$ cat config.mk
export PLATFORM = sky130hd
export DESIGN_NAME = mo_mul_sched
export DESIGN_NICKNAME = d
export VERILOG_FILES = /design/src/rtl/mo_mul_sched.sv
export SDC_FILE = /design/constraint.sdc
export NUM_CORES = 1
export LEC_CHECK = 0
export BUFFER_PORTS_ARGS = -buffer_cell sky130_fd_sc_hd__buf_2
export CORE_AREA = 10 10 103 114
export DETAILED_ROUTE_END_ITERATION = 10
export DIE_AREA = 0 0 113 124
export PLACE_DENSITY = 0.8
export SETUP_SLACK_MARGIN = 0.5
export SYNTH_ARGS = -nofsm -noshare
export SYNTH_HDL_FRONTEND = slang
export SYNTH_SLANG_ARGS = --single-unit
$ cat constraint.sdc
create_clock -name clk -period 2.57 [get_ports clk]
set_clock_uncertainty 0.1 [all_clocks]
set_input_delay 0.3855 -clock clk [delete_from_list [all_inputs] [get_ports clk]]
set_output_delay 0.3855 -clock clk [all_outputs]
set_load 0.01 [all_outputs]
$ cat src/rtl/mo_mul_sched.sv
// mo_mul_sched
// Round-robin scheduler sharing one pipelined mo_mul between N_REQ requesters.
// One operand pair is accepted per cycle (valid/ready). The accepted pair is
// registered onto mul_a/mul_b, and the requester ID travels down a valid/ID
// shift line that matches the mo_mul latency. When the line tail is valid,
// mul_c is steered back to the owning requester.
//
// Optional feature: define MO_MUL_SCHED_PERF_EN to add the perf_clr input and
// the perf_issued/perf_stall counters.
//
// Ports
//   clk         clock, all logic on posedge
//   rst         synchronous reset, active-high
//   req_valid   per-requester operand valid
//   req_ready   per-requester grant, one-hot or zero
//   req_a/b     packed operands, requester i at [i*DW +: DW]
//   hold        1 = issue no new grants (in-flight ops still complete)
//   mul_a/b     registered operands to mo_mul
//   mul_c       mo_mul result
//   resp_valid  one-hot result strobe to the owning requester
//   resp_data   result bus, 0 when no result is presented
//   busy        1 while any op is in the valid line
//   perf_clr    (perf build) clear both counters
//   perf_issued (perf build) grants issued, wraps at 2^32
//   perf_stall  (perf build) cycles with any request pending but no grant
module mo_mul_sched #(
  parameter int N_REQ   = 4,
  parameter int DW      = 16,
  parameter int MUL_LAT = 16
) (
  input  logic                clk,
  input  logic                rst,
  input  logic [N_REQ-1:0]    req_valid,
  output logic [N_REQ-1:0]    req_ready,
  input  logic [N_REQ*DW-1:0] req_a,
  input  logic [N_REQ*DW-1:0] req_b,
  input  logic                hold,
  output logic [DW-1:0]       mul_a,
  output logic [DW-1:0]       mul_b,
  input  logic [DW-1:0]       mul_c,
  output logic [N_REQ-1:0]    resp_valid,
  output logic [DW-1:0]       resp_data,
  output logic                busy
`ifdef MO_MUL_SCHED_PERF_EN
  ,
  input  logic                perf_clr,
  output logic [31:0]         perf_issued,
  output logic [31:0]         perf_stall
`endif
);

  localparam int IDW = $clog2(N_REQ);

  logic [IDW-1:0]               rr_ptr;
  logic [IDW-1:0]               grant_id;
  logic [IDW-1:0]               idx;
  logic                         found;
  logic                         grant;
  logic [DW-1:0]                a_sel;
  logic [DW-1:0]                b_sel;
  logic [MUL_LAT:0]             line_vld;
  logic [MUL_LAT:0][IDW-1:0]    line_id;
  logic                         tail_vld;

  // Search starts just past the last granted requester, so the winner of
  // this cycle drops to lowest priority next cycle.
  always_comb begin
    found    = 1'b0;
    grant_id = '0;
    idx      = '0;
    for (int off = 1; off <= N_REQ; off++) begin
      idx = IDW'((int'(rr_ptr) + off) % N_REQ);
      if (!found && req_valid[idx]) begin
        found    = 1'b1;
        grant_id = idx;
      end
    end
    grant     = found && !hold && !rst;
    req_ready = grant ? (N_REQ'(1) << grant_id) : '0;
  end

  always_comb begin
    a_sel = '0;
    b_sel = '0;
    for (int i = 0; i < N_REQ; i++) begin
      if (grant_id == IDW'(i)) begin
        a_sel = req_a[i*DW +: DW];
        b_sel = req_b[i*DW +: DW];
      end
    end
  end

  // The line never stalls: a bubble is shifted in on every non-grant cycle,
  // which keeps it aligned with the free-running mo_mul pipeline.
  always_ff @(posedge clk) begin
    if (rst) begin
      rr_ptr   <= IDW'(N_REQ - 1);
      mul_a    <= '0;
      mul_b    <= '0;
      line_vld <= '0;
      line_id  <= '0;
    end else begin
      line_vld <= {line_vld[MUL_LAT-1:0], grant};
      line_id  <= {line_id[MUL_LAT-1:0], grant_id};
      if (grant) begin
        mul_a  <= a_sel;
        mul_b  <= b_sel;
        rr_ptr <= grant_id;
      end
    end
  end

  // Outputs are forced quiet during reset so a flushed op never leaks out in
  // the reset cycle itself.
  always_comb begin
    tail_vld   = line_vld[MUL_LAT] && !rst;
    resp_valid = tail_vld ? (N_REQ'(1) << line_id[MUL_LAT]) : '0;
    resp_data  = tail_vld ? mul_c : '0;
    busy       = (|line_vld) && !rst;
  end

`ifdef MO_MUL_SCHED_PERF_EN
  always_ff @(posedge clk) begin
    if (rst || perf_clr) begin
      perf_issued <= '0;
      perf_stall  <= '0;
    end else begin
      if (grant) begin
        perf_issued <= perf_issued + 32'd1;
      end
      if ((|req_valid) && !grant) begin
        perf_stall <= perf_stall + 32'd1;
      end
    end
  end
`endif

endmodule
==> results.md <==
* Critical path cell sequence: nor2b_4 -> a21oi_2 -> o211ai_1 -> and3_1 -> buf_2
* Vias per cell at around 5.1
* Worst setup margin at roughly 420 ps
* Die Y at approximately 120 um
* GPL Wtd Cong at 0.786
* Wirelength per Cell at roughly 18 um
* Pre-Repair DR Iteration Count at 4
* Hold Slack at 230 ps
* Kind of cell adding the most delay to the critical path: compound AO/OA/AOI/OAI gates
* Post-synth top cells: 85 x dfxtp_1, 50 x nor2b_1, 42 x a21oi_1
* Post-Layout Cell Count at approximately 730
* Number of synthesized flops with an enable pin at 0
* Detail Placement HPWL at approximately 9.4 mm
* CP bufs+invs at 1
* Pwr Total at 3.04 mW
* Clk pin slew, worst setup/hold paths at 90 ps
* Clk_lat worst skew at about 340 ps
* Share of cells above drive strength 1 at 48.3%
* CTS H-tree lvls at 3
* Total GRT Usage at around 17%
* Post-route DRC violation count at 0
* Least-Margin Pin Slew at about 880 ps
* CTS Buffer Depth at 2
* Maximum number of pins on one net before global-route repair at 46
* 1st-iter DRT viols at 154
* Netlist Area Pre-Place at between 3000 and 4000 um^2
* Max IR drop VDD at about 0.00042 V
* Setup crit end kind: output port
* Final Hold Fails at 0
* Place WS at -89.8 ps
* Final ANT Viol Nets at 0
* RSZ-0062 raised after global routing: true
* Post-synth ARST share at 0%
* Total wire length at approximately 13 mm
* Tcrit/Tclk final at between 80% and 90%
* Fmax at 464 MHz
* #FFs+latches synth at 85
* Mapped Cells at 395
* Synth warnings at 0
* Synth cell types at 35
* Critical path class: flop to output port
* Syn Nets at 546
* Post-Place Cells at between 600 and 700
* Yosys top cell by area: dfxtp_1
* CP max stage delay at approximately 420 ps
* Worst hold path type: input port to flop
* Gr ovfl total at 0
* Seq/Total Area, Yosys at a little under half
* Slew HR at 41.3%
* Vias in the first global route at between 3000 and 4000
* Initial Util at about two fifths
* WP data arrival at roughly 1700 ps
* CTS buffer count at 9
* Cell Area, Placed at 4780 um^2
* First-pass GRT wire length at a little under 20 mm
* CORE AREA at about 9300 um^2
* Outcome: completed
* Endpoints failing setup at 0
* Final net count at 753
* Synth Flop Type: dfxtp_1
* Site row count at 37
* Syn Area/Cell at between 9 and 10 um^2
* Initial antenna violation count at 1
* CTS Sinks at 85
* Top Ports at approximately 210
* Worst path slowest cell: o211ai_1
* Fin area at 5180 um^2
* Die W at about 110 um
* CTS Root Cell: clkbuf_8
* CP Max Fanout at 5
* Leak at around 2.4 nW
* Detailed-route via count at 3730
* Type of origin of the critical path: flop
* Synth top area share at a little under half
* PortBufs at 207
* Die outline area at approximately 14000 um^2
* Worst Path Required at between 2000 and 2500 ps
* Synth top area cells: dfxtp_1 46%, mux2_2 9.8%, nor2b_1 8.5%
* Min Tclk post-route at between 2000 and 2500 ps
* Final Slew Violations at 0
* Max Cap Viol at 0
* Pwr/cell area at 587 nW/um^2
* CTS tree: built
* Area Growth Syn to Fin at 41.4%
* Count leader, synth: dfxtp_1
==> cell usage in the layout, fill, tap and decap left out, types with 2 or more instances in the layout <==
cell,n
buf_2,207
dfxtp_1,83
nor2b_1,49
a21oi_1,40
nand2_1,34
mux2_2,32
and2_1,17
buf_4,16
o21a_1,15
o221ai_1,14
o21ai_0,13
a221oi_1,12
nor2_1,10
clkbuf_8,9
o22ai_1,5
inv_1,3
buf_6,3
o21ai_1,2
nor2_4,2
o21ai_4,2
nor3_1,2
and3_1,2
nor4_1,2
nor4_2,2
mux2i_1,2
clkinvlp_4,2
==> state kept, by name (all words and copies together), names as in the netlist <==
name / flops
rr_ptr: 2
mul_a: 16
line_vld: 17
mul_b: 16
line_id: 34
==> per-layer routing <==
layer,global-route usage (%),wire length (um),vias to the layer above
li1,-,-,1804
met1,19.4,5110,1723
met2,29.6,6310,189
met3,7.41,1290,14
met4,5.16,158,0
met5,0,0,-
==> power by group <==
part | total, mW | leakage (nW) | switching [mW] | internal [mW]
logic | 0.677 | 1.64 | 0.349 | 0.328
clock network | 0.949 | 0.0948 | 0.490 | 0.458
registers | 1.42 | 0.694 | 0.0349 | 1.38
total | 3.04 | 2.43 | 0.874 | 2.17
==> cell families after synthesis <==
family                 count (synthesis)  synth area share, %
AOI/OAI and AO/OA                    109                 19.3
and+or+nand+nor                      131                 19.0
muxes                                 34                 10.4
DFF                                   85                 46.4
buffers and inverters                 36                 4.88
==> final timing paths <==
check / endpoint / slack (ps) / cells after the start / startpoint
hold reg to reg: line_id[21]$_SDFF_PP0_ / 340 / 1 / line_id[19]$_SDFF_PP0_
setup reg to reg: mul_b[14]$_SDFFE_PP0P_ / 520 / 6 / rr_ptr[0]$_SDFFE_PP1P_
hold / removal: mul_a[10]$_SDFFE_PP0P_ / 230 / 3 / req_a[58]
setup / recovery: req_ready[1] / 420 / 5 / rr_ptr[0]$_SDFFE_PP1P_
==> worst reg2reg max path, stage by stage (launching register included) <==
cell and delay (ps):
dfxtp_4 380, nand2b_4 170, a21oi_1 160, nor2_1 90, o21ai_2 680, o221ai_1 210
a21oi_1 180
==> per-stage QoR <==
| stage | TNS [ps] | util (%) |
|---|---|---|
| 2_1_floorplan | 0 | - |
| 6_report | 0 | 55.7 |
| 5_1_grt | 0 | 55.7 |
| 3_3_place_gp | 0 | 51.3 |
| 3_5_place_dp | -979 | 51.3 |
| 4_1_cts | 0 | 54.9 |
==> timing repair <==
action,in CTS,in global routing
hold buffers,0,0
buffers inserted,5,4
gates cloned,1,0
resized for setup,20,7
endpoints found under the hold margin,0,0
endpoints found under the setup margin,37,37
pin swaps,8,3
==> final cells by class <==
type / instances / area [um^2]
Fill cell: 836 / 4120
Multi-Input combinational cell: 275 / 1900
Clock inverter: 6 / 70.1
Timing Repair Buffer: 227 / 1210
Sequential cell: 85 / 1710
Clock buffer: 10 / 128
Antenna cell: 1 / 2.50
Inverter: 4 / 20.0
Tap cell: 117 / 146
Power figures use the tool's default switching activity.
